$ cat src/rtl/vga_pkg.sv
// vga_pkg: 640x480@60 timing constants, derived totals/sync windows and widths.
package vga_pkg;
    localparam int CLK_DIV   = 4;
    localparam int H_VISIBLE = 640;
    localparam int H_FP      = 16;
    localparam int H_SYNC    = 96;
    localparam int H_BP      = 48;
    localparam int V_VISIBLE = 480;
    localparam int V_FP      = 10;
    localparam int V_SYNC    = 2;
    localparam int V_BP      = 33;
    localparam int H_TOTAL      = H_VISIBLE + H_FP + H_SYNC + H_BP;
    localparam int V_TOTAL      = V_VISIBLE + V_FP + V_SYNC + V_BP;
    localparam int H_SYNC_START = H_VISIBLE + H_FP;
    localparam int H_SYNC_END   = H_SYNC_START + H_SYNC - 1;
    localparam int V_SYNC_START = V_VISIBLE + V_FP;
    localparam int V_SYNC_END   = V_SYNC_START + V_SYNC - 1;
    localparam int CNT_W = 10;
    localparam int COL_W = 7;
    localparam int ROW_W = 5;
endpackage

$ cat src/rtl/vga_sync_font_pixel_tick_gen.sv
// pixel_tick_gen: divides the system clock into a registered one-cycle pixel enable.
module pixel_tick_gen #(
    parameter int CLK_DIV = 4
) (
    input  logic clk,
    input  logic rst_n,
    output logic tick
);
    localparam int DW = $clog2(CLK_DIV);
    localparam logic [DW-1:0] DIV_LAST = DW'(CLK_DIV - 1);

    logic [DW-1:0] div_cnt;

    // Free-running divider; tick is high for the cycle after the last count.
    always_ff @(posedge clk or negedge rst_n)
        if (!rst_n) begin
            div_cnt <= '0;
            tick    <= 1'b0;
        end else begin
            div_cnt <= (div_cnt == DIV_LAST) ? '0 : div_cnt + 1'b1;
            tick    <= div_cnt == DIV_LAST;
        end
endmodule

$ cat src/rtl/vga_sync_font.sv
// vga_sync_font: VGA timing counters, font ROM addressing and pixel-aligned output stage.
module vga_sync_font
    import vga_pkg::*;
#(
    parameter int CLK_DIV   = vga_pkg::CLK_DIV,
    parameter int H_VISIBLE = vga_pkg::H_VISIBLE,
    parameter int H_FP      = vga_pkg::H_FP,
    parameter int H_SYNC    = vga_pkg::H_SYNC,
    parameter int H_BP      = vga_pkg::H_BP,
    parameter int V_VISIBLE = vga_pkg::V_VISIBLE,
    parameter int V_FP      = vga_pkg::V_FP,
    parameter int V_SYNC    = vga_pkg::V_SYNC,
    parameter int V_BP      = vga_pkg::V_BP
) (
    input  logic             CLK,
    input  logic             RESET,
    input  logic [7:0]       FONT_BYTE,
    output logic [COL_W-1:0] CHAR_COL,
    output logic [ROW_W-1:0] CHAR_ROW,
    output logic [3:0]       FONT_ROW,
    output logic             PIXEL_TICK,
    output logic             HSYNC,
    output logic             VSYNC,
    output logic             H_ON,
    output logic             V_ON,
    output logic             BIT_FUENTE,
    output logic [CNT_W-1:0] PIXEL_X,
    output logic [CNT_W-1:0] PIXEL_Y
);
    localparam logic [CNT_W-1:0] H_LAST   = CNT_W'(H_VISIBLE + H_FP + H_SYNC + H_BP - 1);
    localparam logic [CNT_W-1:0] V_LAST   = CNT_W'(V_VISIBLE + V_FP + V_SYNC + V_BP - 1);
    localparam logic [CNT_W-1:0] H_VIS    = CNT_W'(H_VISIBLE);
    localparam logic [CNT_W-1:0] V_VIS    = CNT_W'(V_VISIBLE);
    localparam logic [CNT_W-1:0] HS_START = CNT_W'(H_VISIBLE + H_FP);
    localparam logic [CNT_W-1:0] HS_END   = CNT_W'(H_VISIBLE + H_FP + H_SYNC - 1);
    localparam logic [CNT_W-1:0] VS_START = CNT_W'(V_VISIBLE + V_FP);
    localparam logic [CNT_W-1:0] VS_END   = CNT_W'(V_VISIBLE + V_FP + V_SYNC - 1);

    logic [CNT_W-1:0] h_cnt, v_cnt;
    logic h_wrap, v_wrap, h_vis, v_vis;

    pixel_tick_gen #(.CLK_DIV(CLK_DIV)) u_tick (
        .clk  (CLK),
        .rst_n(RESET),
        .tick (PIXEL_TICK)
    );

    assign h_wrap   = h_cnt == H_LAST;
    assign v_wrap   = v_cnt == V_LAST;
    assign h_vis    = h_cnt < H_VIS;
    assign v_vis    = v_cnt < V_VIS;
    assign CHAR_COL = h_cnt[9:3];
    assign CHAR_ROW = v_cnt[8:4];
    assign FONT_ROW = v_cnt[3:0];

    // Raster position; the line counter steps only when the pixel counter wraps.
    always_ff @(posedge CLK or negedge RESET)
        if (!RESET) begin
            h_cnt <= '0;
            v_cnt <= '0;
        end else if (PIXEL_TICK) begin
            h_cnt <= h_wrap ? '0 : h_cnt + 1'b1;
            if (h_wrap)
                v_cnt <= v_wrap ? '0 : v_cnt + 1'b1;
        end

    // Output stage registers the decode of the pre-advance position, one pixel behind the addresses.
    always_ff @(posedge CLK or negedge RESET)
        if (!RESET) begin
            HSYNC      <= 1'b1;
            VSYNC      <= 1'b1;
            H_ON       <= 1'b0;
            V_ON       <= 1'b0;
            BIT_FUENTE <= 1'b0;
            PIXEL_X    <= '0;
            PIXEL_Y    <= '0;
        end else if (PIXEL_TICK) begin
            HSYNC      <= !(h_cnt >= HS_START && h_cnt <= HS_END);
            VSYNC      <= !(v_cnt >= VS_START && v_cnt <= VS_END);
            H_ON       <= h_vis;
            V_ON       <= v_vis;
            BIT_FUENTE <= h_vis && v_vis && FONT_BYTE[3'd7 - h_cnt[2:0]];
            PIXEL_X    <= h_cnt;
            PIXEL_Y    <= v_cnt;
        end
endmodule
$ cat config.mk
export PLATFORM = sky130hd
export DESIGN_NAME = vga_sync_font
export DESIGN_NICKNAME = d
export VERILOG_FILES = /design/src/rtl/vga_pkg.sv /design/src/rtl/vga_sync_font_pixel_tick_gen.sv /design/src/rtl/vga_sync_font.sv
export SDC_FILE = /design/constraint.sdc
export NUM_CORES = 1
export LEC_CHECK = 0
export ABC_CLOCK_PERIOD_IN_PS = 5800
export BUFFER_PORTS_ARGS = -buffer_cell sky130_fd_sc_hd__buf_2
export CAP_MARGIN = 20
export CORE_MARGIN = 3
export CORE_UTILIZATION = 55
export CTS_BUF_LIST = sky130_fd_sc_hd__clkbuf_8 sky130_fd_sc_hd__clkbuf_16
export DETAILED_ROUTE_END_ITERATION = 7
export PLACE_DENSITY = 0.92
export SYNTH_ARGS = -nofsm -noshare
export SYNTH_HDL_FRONTEND = slang
export SYNTH_HIERARCHICAL = 1
export SYNTH_SLANG_ARGS = --single-unit
export TNS_END_PERCENT = 5
$ cat constraint.sdc
create_clock -name CLK -period 5.8 [get_ports CLK]
set_clock_uncertainty 0.1 [all_clocks]
set_input_delay 1.16 -clock CLK [delete_from_list [all_inputs] [get_ports CLK]]
set_output_delay 1.16 -clock CLK [all_outputs]
set_load 0.05 [all_outputs]
Word-level counts from Yosys, hierarchy flattened
Index checks and enable logic that the tools add are counted.
{ "classes": {"n_addsub": 4, "order_cmp": 7, "n_eq_ne": 3, "muxes": 5, "n_reduce_logical": 7} }
{ "ops": {"columns": ["op", "count"], "rows": [
  ["$add A10 B1 Y10 const B", 2],
  ["$eq A10 B10 Y1 const B", 2],
  ["$mux W10", 2],
  ["$ge A10 B10 Y1 const B", 1],
  ["$ge A10 B9 Y1 const B", 1],
  ["$le A10 B10 Y1 const B", 1],
  ["$le A10 B9 Y1 const B", 1],
  ["$lt A10 B10 Y1 const B", 1],
  ["$lt A10 B9 Y1 const B", 1],
  ["$logic_and A1 B1 Y1", 4],
  ["$lt A3 B4 Y1 const B", 1],
  ["$bmux W1 S3", 1],
  ["$sub A3 B3 Y3 const A", 1],
  ["$add A2 B1 Y2 const B", 1],
  ["$eq A2 B2 Y1 const B", 1],
  ["$logic_not A1 Y1", 2],
  ["$mux W2", 1],
  ["$reduce_and A2 Y1", 1],
  ["$mux W1", 1]
]} }
{ "totals": {"regBits": 48, "inputBits": 10, "output_inout_bits": 42, "elab_cells": 37} }

Logic depth before layout (Yosys ltp)
{ "depth": {"word_depth": 4, "mapped_depth": 7, "depth_no_buf": 6} }

Cells and area by module
Netlist, hierarchy kept.
{ "modules_own_cells": {"columns": ["mod", "instances", "cells_each", "area_each_um2", "seq_area_each_um2"], "rows": [
  ["vga_sync_font", 1, 196, 2203.4, 1128.6],
  ["pixel_tick_gen", 1, 5, 91.3, 75.1]
]} }

Least setup slack after synthesis
OpenSTA, ideal clock, no wires.
{ "synth_timing": {"kind": "reg2reg", "from": "register u_tick.tick", "to": "register v_cnt[4]", "setup_time_ps": 66, "t_arrival_ps": 2166, "t_required_ps": 5634, "slack_ps": 3468, "path_stages_with_launch": 7, "path_buffers": 2, "period_less_slack_ps": 2332, "path_cell_list": "dfrtp_1 -> clkbuf_1 -> nand4_1 -> or3_4 -> buf_6 -> or4b_1 -> nand2_1"} }
{ "synth_between": {"elab_chain_len": 1} }
{ "synth_rtl": {"columns": ["element", "line", "rtl"], "rows": [
  ["start, declared", "vga_sync_font_pixel_tick_gen.sv:7", "output logic tick"],
  ["start signal, assigned", "vga_sync_font_pixel_tick_gen.sv:18", "tick <= 1'b0;"],
  ["start signal, assigned", "vga_sync_font_pixel_tick_gen.sv:21", "tick <= div_cnt == DIV_LAST;"],
  ["$reduce_and A2 Y1 (no line)", null, null],
  ["end signal, assigned", "vga_sync_font.sv:64", "v_cnt <= v_wrap ? '0 : v_cnt + 1'b1;"],
  ["end, declared", "vga_sync_font.sv:39", "logic [CNT_W-1:0] h_cnt, v_cnt;"]
]} }
Every way passes these cells.
A chain may end at the register's enable or synchronous reset.

Final worst setup path
{ "layout_timing": {"from": "register u_tick.tick", "to": "output port PIXEL_TICK"} }
{ "layout_lines": {"columns": ["element", "line", "rtl"], "rows": [
  ["end, declared", "vga_sync_font.sv:21", "output logic PIXEL_TICK,"]
]} }
No word-level cell between the ends.

==> results_dict.tcl <==
set metrics [dict create \
    crit_slowest_cell "dfrtp_1" \
    die_w_um 70.6 \
    hold_class "reg -> reg" \
    synthTopCellsByArea "dfrtp_1, mux2_2, buf_4" \
    nNetsFinal 247 \
    cts_tree "built" \
    grt_util_met1 0.241 \
    areaGrowthSynthToFinish_pct 11.2 \
    arrival_ns 1.52 \
    finalSetupTns_ns 0 \
    finalSetupViolCount 0 \
    crit_required_ns 4.54 \
    fin_area_sq_um 2550 \
    initialDrtViolationCount 134 \
    netlist_area_sq_um 2290 \
    cts_sinks 48 \
    yosys.cell_types.count 40 \
    total_power_mw 0.549 \
    dpl_cell_area_sq_um 2440 \
    synth_top_area_frac 0.502 \
    netlist_top_cells_count "dfrtp_1, mux2_2, buf_4, nand3_1, nand2_1" \
    antenna_cells 0 \
    power.density_nw_per_um2 215 \
    rsz0062_at_grt "false" \
    synth_area_per_cell_sq_um 11.4 \
    hold_buffers 0 \
    gr-total-overflow 0 \
    critical_path.max_stage_delay_ns 0.53 \
    finalNonFillerCells 282 \
    cts_resized 0 \
    fin_ws_ns 3.02 \
    antenna_found_initial 0 \
    crit_fanout 28 \
    power.leakage_nw 1.26 \
    synth-seq-cells 48 \
    hold_viol_final 0 \
    clk_pin_slew_worst_paths_ns 0.08 \
    syn_inst 201 \
    clock_path_buffers 2 \
    status "finished clean" \
    grt_most_used_layer "met2" \
    row_count 22 \
    end_kind "output pin" \
    final_max_slew_viol_count 0 \
    port_buffers 51 \
    post_cts_buffers 0 \
    drive_above_1_share 0.385 \
    reg2reg_slack_ns 3.35 \
    synth_edf_count 0 \
    core_sq_um 3830 \
    synth.most_common_cell "dfrtp_1" \
    synth_warnings 6 \
    start_kind "flop" \
    worstPathCellList "buf_4, buf_2" \
    ys.flop_type "dfrtp_1" \
    grt_pass1_wl_um 7330 \
    final_util 0.667 \
    root_buffer "clkbuf_8" \
    synth_fp_nets 215 \
    pre_cts_ws_ns 3.33 \
    htree_levels 2 \
    grt_use_met2 0.285 \
    drt_wl_total_um 4320 \
    dpl.hpwl_um 3150 \
    worst_hold_slack_ns 0.325 \
    first_pass_iters 4 \
    ant_nets 0 \
    drv_cap 0 \
    hold-path-cell-count 1 \
    period_share 0.480 \
    first_global_vias 1578 \
    gp_congestion 0.873 \
    irDropWorstVdd_mv 0.163 \
    grt.met3_usage 0.0653 \
    placed_cells 273 \
    crit_type "reg -> out" \
    slew_headroom 0.638 \
    synthArstFlopShare 1.00 \
    via_count 1602 \
    ys_seq_area_frac 0.525 \
    dieArea_sq_um 4980 \
    post-route-drc-count 0 \
    tightest_slew_ns 0.541 \
    synth_top_cell_by_area "dfrtp_1" \
    fin_crit_ns 2.78 \
    die_height_um 70.6 \
    grt_max_degree 49 \
    start_util 0.600 \
    fmax_mhz 359 \
    grt.total_usage 0.187 \
    r2r_cells 5 \
    viasPerCell 5.68 \
    clk_latency_ns 0.31 \
    wire_per_inst_um 15.3 \
    numCtsBuffers 5 \
    ios 52 \
]
where the power goes:
part / internal (mW) / switching [mW] / total [mW]
clock network: 0.0938 / 0.106 / 0.200
logic: 0.00480 / 0.00903 / 0.0138
registers: 0.335 / 0.000209 / 0.335
total: 0.433 / 0.115 / 0.549
layer usage:
metal	share of wire	routed length (um)
met5	0	0
met4	0.020	87
met3	0.083	357
met2	0.46	1990
met1	0.44	1880
worst max-delay path: cells and delay by family (launching register included):
kind | cells | cell delay, ns
flip-flops | 1 | 0.53
buffers and inverters | 2 | 0.70
cells in the final DEF (no fill, tap or decap), types with 2 or more instances in the layout:
| cell | n |
|---|---|
| dfrtp_1 | 46 |
| mux2_2 | 21 |
| buf_2 | 51 |
| xor2_1 | 3 |
| nor2_1 | 8 |
| inv_1 | 9 |
| mux2i_1 | 3 |
| ha_1 | 4 |
| o21ai_0 | 8 |
| or4_1 | 2 |
| dfstp_2 | 2 |
| nor3_1 | 3 |
| nand3_1 | 12 |
| and3_1 | 2 |
| xnor2_1 | 7 |
| nand4_1 | 5 |
| a21oi_1 | 6 |
| clkbuf_8 | 6 |
| nand2_1 | 11 |
| and4_1 | 3 |
| nand2b_1 | 2 |
layout make-up:
class                   count  area (sq um)
clock buffers               6          82.6
clock inverters             2          7.51
fillers                   306          1270
inverters                   7          26.3
multi-input cells         118           888
flip-flops and latches     48          1200
well taps                  48          60.1
repair buffers             53           283
logic make-up after synthesis:
| kind of cell | after synthesis | share of synthesized area |
|---|---|---|
| compound gates | 20 | 0.0518 |
| xor+xnor | 10 | 0.0382 |
| fa+ha+maj | 4 | 0.0218 |
| buf+inv | 35 | 0.0883 |
| flops | 48 | 0.525 |
| mux | 25 | 0.126 |
| simple gates | 59 | 0.149 |
worst paths after layout:
kind | end | from
worst max register to register | v_cnt[9] | u_tick/tick
max in group asynchronous | HSYNC | RESET
worst min-delay path | u_tick/div_cnt[0] | u_tick/div_cnt[0]
worst max-delay path | PIXEL_TICK | u_tick/tick
worst min register to register | u_tick/div_cnt[0] | u_tick/div_cnt[0]
min in group asynchronous | PIXEL_Y[1] | RESET
sequential cells by signal, summed over array words and instances, names as in the netlist, 2 cells and up:
signal / cells
PIXEL_X: 10
v_cnt: 10
u_tick/div_cnt: 2
h_cnt: 10
PIXEL_Y: 10
No activity file was read; power rests on OpenSTA's default activity.
